[src/rtl/tdc_therm_encoder.sv]
// tdc_therm_encoder: bubble-corrected thermometer-to-binary encoder for TDC tap snapshots
module tdc_therm_encoder #(
  parameter int LENGTH = 256,
  parameter int CODE_W = $clog2(LENGTH) + 1,
  parameter bit INVERT = 1'b0
) (
  input  logic              clk10m,
  input  logic              rst,
  input  logic              smp_valid,
  input  logic [LENGTH-1:0] smp_taps,
  output logic              res_valid,
  input  logic              res_ready,
  output logic [CODE_W-1:0] res_code,
  output logic [2:0]        res_flags,
  output logic [15:0]       drop_cnt
);
  localparam int G = LENGTH / 16;
  logic [LENGTH-1:0] t0, c, c1;
  logic [LENGTH+1:0] e;
  logic v0, v1, v2, cor1, bub1;
  logic [1:0] f2;
  logic [4:0] p2 [G];
  logic [CODE_W-1:0] sum;
  logic sat;
  // virtual taps: below tap 0 reads 1, above the last tap reads 0
  assign e = {1'b0, t0, 1'b1};
  for (genvar i = 0; i < LENGTH; i++) begin : g_maj
    assign c[i] = (e[i] & e[i+1]) | (e[i] & e[i+2]) | (e[i+1] & e[i+2]);
  end
  always_ff @(posedge clk10m) begin
    if (rst) {v0, v1, v2} <= '0;
    else {v0, v1, v2} <= {smp_valid, v0, v1};
  end
  always_ff @(posedge clk10m) begin
    if (smp_valid) t0 <= smp_taps ^ {LENGTH{INVERT}};
    c1 <= c;
    cor1 <= c != t0;
    bub1 <= |(~c[LENGTH-2:0] & c[LENGTH-1:1]);
    f2 <= {bub1, cor1};
    for (int g = 0; g < G; g++) p2[g] <= 5'($countones(c1[g*16 +: 16]));
  end
  always_comb begin
    sum = '0;
    for (int g = 0; g < G; g++) sum = sum + CODE_W'(p2[g]);
  end
  assign sat = (sum == '0) || (sum == CODE_W'(LENGTH));
  // the final sum stage lands directly in the one-entry holding register
  always_ff @(posedge clk10m) begin
    if (rst) begin
      res_valid <= 1'b0;
      res_code <= '0;
      res_flags <= '0;
      drop_cnt <= '0;
    end else if (v2 && (!res_valid || res_ready)) begin
      res_valid <= 1'b1;
      res_code <= sum;
      res_flags <= {sat, f2};
    end else if (v2) drop_cnt <= drop_cnt + 16'(drop_cnt != 16'hFFFF);
    else if (res_ready) res_valid <= 1'b0;
  end
endmodule
[config.mk]
export PLATFORM = sky130hd
export DESIGN_NAME = tdc_therm_encoder
export DESIGN_NICKNAME = d
export VERILOG_FILES = /design/src/rtl/tdc_therm_encoder.sv
export SDC_FILE = /design/constraint.sdc
export NUM_CORES = 2
export LEC_CHECK = 0
export BUFFER_PORTS_ARGS = -buffer_cell sky130_fd_sc_hd__buf_2
export CAP_MARGIN = 15
export CELL_PAD_IN_SITES_DETAIL_PLACEMENT = 1
export CELL_PAD_IN_SITES_GLOBAL_PLACEMENT = 1
export CORE_MARGIN = 2
export CORE_UTILIZATION = 48
export CTS_BUF_LIST = sky130_fd_sc_hd__clkbuf_16
export DETAILED_ROUTE_END_ITERATION = 12
export PLACE_DENSITY_LB_ADDON = 0.1
export SLEW_MARGIN = 40
export SYNTH_ARGS = -nofsm -noshare
export SYNTH_HDL_FRONTEND = slang
export SYNTH_SLANG_ARGS = --single-unit
[constraint.sdc]
create_clock -name clk10m -period 6.8 [get_ports clk10m]
set_input_delay 0.34 -clock clk10m [delete_from_list [all_inputs] [get_ports clk10m]]
set_output_delay 0.34 -clock clk10m [all_outputs]
set_load 0.005 [all_outputs]
==> results.txt <==
For the count of hold buffers inserted by post-cts repair, the log shows 256. Across the routed clock network, the largest skew measured is 0.03975 ns. At the later pin of the worst-skew pair, clock insertion delay measures 0.65 ns.

Once layout is done, the placed cells without fillers occupy 41810 um2. The maximum cell stage delay along the critical path is 0.62 ns, and the die span in x is 273.9 um. At the end of the flow the core is filled with cells to 58.19%. Hold is met by 0.05279 ns. Clock-pin slew was measured on the worst setup and hold paths at 0.07 ns. In this run, post-CTS repair resized a total of 0 instances. The count of buffers added on input and output ports is 288. Endpoint kind of the worst setup timing path: a register. The run gives 0 as the global-route congestion overflow total.

The tools report the kind of start point of the critical path as a register. The tools report the final estimated routing congestion in global placement as 1.049. The average cell area after synthesis was 10.67 um2; the count of fill cells added during filler insertion was 7456. The flow ran to the end, and the final reports show no timing, DRC or antenna violations.

The most frequent standard cell in the layout excluding fill and tap cells is inv_1. Compared with the post-synthesis result, the final layout area differs by 19.55%. The longest clock path from root to sink contains 3 buffers.

Summing all placed instances gives a cell area of 36900 um2. The data required time at the worst endpoint is 7.34 ns. Counting distinct cell types in the post-synthesis netlist gives 72.

The min-delay analysis places its worst path in the category in2reg. After the last flow step, the layout net total stands at 4242. On the critical path, the stage with the largest delay is an instance of fa_1. Number of I/O pins: 289. After synthesis the netlist holds a flip-flop and latch count of 628.

Max-cap violations in this run came to 0. The fraction of the yosys area taken by sequential cells is 43.27%, and the setup-violating endpoint count in the final report is 0. For this run, the detailed router's first-pass iteration total came to 6. The row count was 98. In this run the number of H-tree levels came out at 3. Count of endpoints failing hold in the final timing report: 0. The total wire length came out at 186.3 mm.

The most used flip-flop cell after synthesis is dfxtp_1. The number of setup buffers added after CTS is 0. The tools report the wire length of the first global-routing pass as 253.7 mm.

The period utilization was 86.89%; the half-perimeter wire length of the detailed placement result was 131.5 mm. The actual transition at the worst max-transition pin came out at 1.070 ns. The Yosys step of the flow raised 0 warnings.

In this run the worst path has a maximum fanout of 2. The total buffers and inverters traversed by the critical path is 6, and the synthesized area is 34980 um2. The routed via count divided by cell count is 6.431.

For this run, asynchronously set or reset flops after synthesis account for 0%. At the worst endpoint, the arrival time is 6.45 ns. The worst setup path is of the reg2reg kind. The kind of cell with the highest combined delay along the critical path is adder cells. The setup TNS was 0 ns. The signal on the critical path passes through fa_1 > inv_1 > fa_1 > fa_1 > inv_1 > fa_1 > fa_1 > inv_1 > fa_1 > inv_1 > ha_1 > inv_1 > fa_1 > inv_1 > a21o_1 > a21oi_1 > o21bai_1 > a21oi_1 > xor2_1 > o31ai_1.

The via count of the first global-routing pass came out at 31799. The logs give 0 for the final number of max-transition violations and 68 for the number of buffers created by CTS. For this configuration, the core starts out at a cell density of 48.68%. The overall die area was 75040 um2.

Entering global routing, the biggest net connects 126 pins. The run gives 27.74% as the headroom to the max-slew limit. Across every metal layer, demand over resource in global routing totals 49.40%. The cell count after synthesis came out at 3277.

The first routing iteration left 3939 violations. The maximum frequency from static timing analysis is 169.2 MHz, and the routed length per instance is 39.81 um. Leaving out fill and tap cells, the most frequent cells in the layout are inv_1 (550), dfxtp_1 (372), buf_2 (287). For the finished layout, the period the worst path requires is 5.909 ns.

Minimum setup slack among reg-to-reg paths: 0.89 ns. The number of sinks handled by clock tree synthesis is 628, and the fraction of layout instances using a drive strength above 1 is 12.02%. The cell sitting at the root of the clock tree is a clkbuf_16. The run gives 71850 um2 as the floorplan core area. Counting flops with a built-in enable in the synthesized netlist gives 256.

The number of nets still failing antenna checks after routing is 0. TritonCTS built the clock tree. Setup repair after global routing left no endpoint under its margin. In this design, the critical path's most frequently occurring cell is fa_1. The chip height is 273.9 um, and the via total after detailed routing is 30096.

The run gives 3863 as the net count of the mapped netlist. Residual DRC count: 0. The number of antenna violations at the first check in global routing was 33.
## worst reg2reg max path: stages (launching register included)
cell and delay, ns:
dfxtp_1 0.36, fa_1 0.62, inv_1 0.10, fa_1 0.45
fa_1 0.57, inv_1 0.06, fa_1 0.55, fa_1 0.54
inv_1 0.06, fa_1 0.51, inv_1 0.05, ha_1 0.19
inv_1 0.11, fa_1 0.26, inv_1 0.06, a21o_1 0.18
a21oi_1 0.27, o21bai_1 0.13, a21oi_1 0.30, xor2_1 0.16
o31ai_1 0.27
## metal layers
metal  up-vias  wire length, um  GRT usage, %  share of wire (%)
li1      11704                -             -                  -
met1     15077            65480         58.12                 35
met2      2449            83410         77.45                 45
met3       840            19290         12.60                 10
met4        26            17950         38.32                9.6
met5         -              170             0              0.091
## flip-flops by register name, indices dropped and copies added (netlist names), 2 cells and up
name	count
drop_cnt	16
res_flags	3
c1	256
res_code	9
f2	2
p2	80
t0	256
## synth_stat cells, types with 18 or more instances
| library cell | number | area (um2) |
|---|---|---|
| nor2b_1 | 113 | 706.9 |
| maj3_1 | 208 | 2082 |
| a22oi_1 | 30 | 225.2 |
| inv_1 | 532 | 1997 |
| nand3_1 | 24 | 120.1 |
| nor3b_1 | 33 | 247.7 |
| edfxtp_1 | 256 | 7687 |
| dfxtp_1 | 372 | 7447 |
| a21o_1 | 18 | 135.1 |
| ha_1 | 100 | 1251 |
| a32oi_1 | 18 | 157.7 |
| nand3b_1 | 40 | 300.3 |
| nor3_1 | 32 | 160.2 |
| clkbuf_1 | 234 | 878.3 |
| xor2_1 | 107 | 937.2 |
| buf_2 | 20 | 100.1 |
| o211ai_1 | 30 | 225.2 |
| a2bb2oi_1 | 20 | 175.2 |
| nand2b_1 | 108 | 675.7 |
| fa_1 | 226 | 4524 |
| o32ai_1 | 33 | 289.0 |
| nor2_1 | 65 | 244.0 |
| a311oi_1 | 18 | 157.7 |
| nor4_1 | 38 | 237.7 |
| a211oi_1 | 22 | 165.2 |
| o22ai_1 | 38 | 237.7 |
| xnor2_1 | 135 | 1182 |
| o21ai_0 | 34 | 170.2 |
| nand2_1 | 60 | 225.2 |
| a21oi_1 | 143 | 715.7 |
| nand4_1 | 36 | 225.2 |
## area by class of cell
class | instances | area [um2] | area share [%]
diodes | 18 | 45.04 | 0.1077
clock buffers | 72 | 1802 | 4.309
clock inverters | 54 | 420.4 | 1.005
inverters | 536 | 2012 | 4.812
multi-input cells | 1854 | 16990 | 40.62
flip-flops and latches | 628 | 15130 | 36.19
well taps | 950 | 1189 | 2.843
repair buffers | 568 | 4225 | 10.11
## kinds of logic after synthesis
family | Yosys count | synth area share [%]
flops | 628 | 43.27
xor+xnor | 242 | 6.060
buf+inv | 795 | 8.646
simple gates | 589 | 9.881
mux | 2 | 0.05724
fa+ha+maj | 534 | 22.47
compound gates | 487 | 9.620
## final timing paths
check | from | end | depth (start not counted)
hold reg to reg | cor1 | f2[0] | 0
hold / removal | res_ready | res_valid | 3
setup reg to reg | p2[0][21] | res_code[8] | 20
setup / recovery | p2[0][21] | res_code[8] | 20
## through the flow
step,std cells,worst slack [ns]
floorplan,3277,1.966
global placement,4278,1.769
detailed placement,4278,1.378
CTS,4660,1.170
global route,4665,0.8206
finish,4680,0.8914
Power is not shown: default switching activity piles up to over one toggle a cycle in this logic, so the estimate is an artifact.
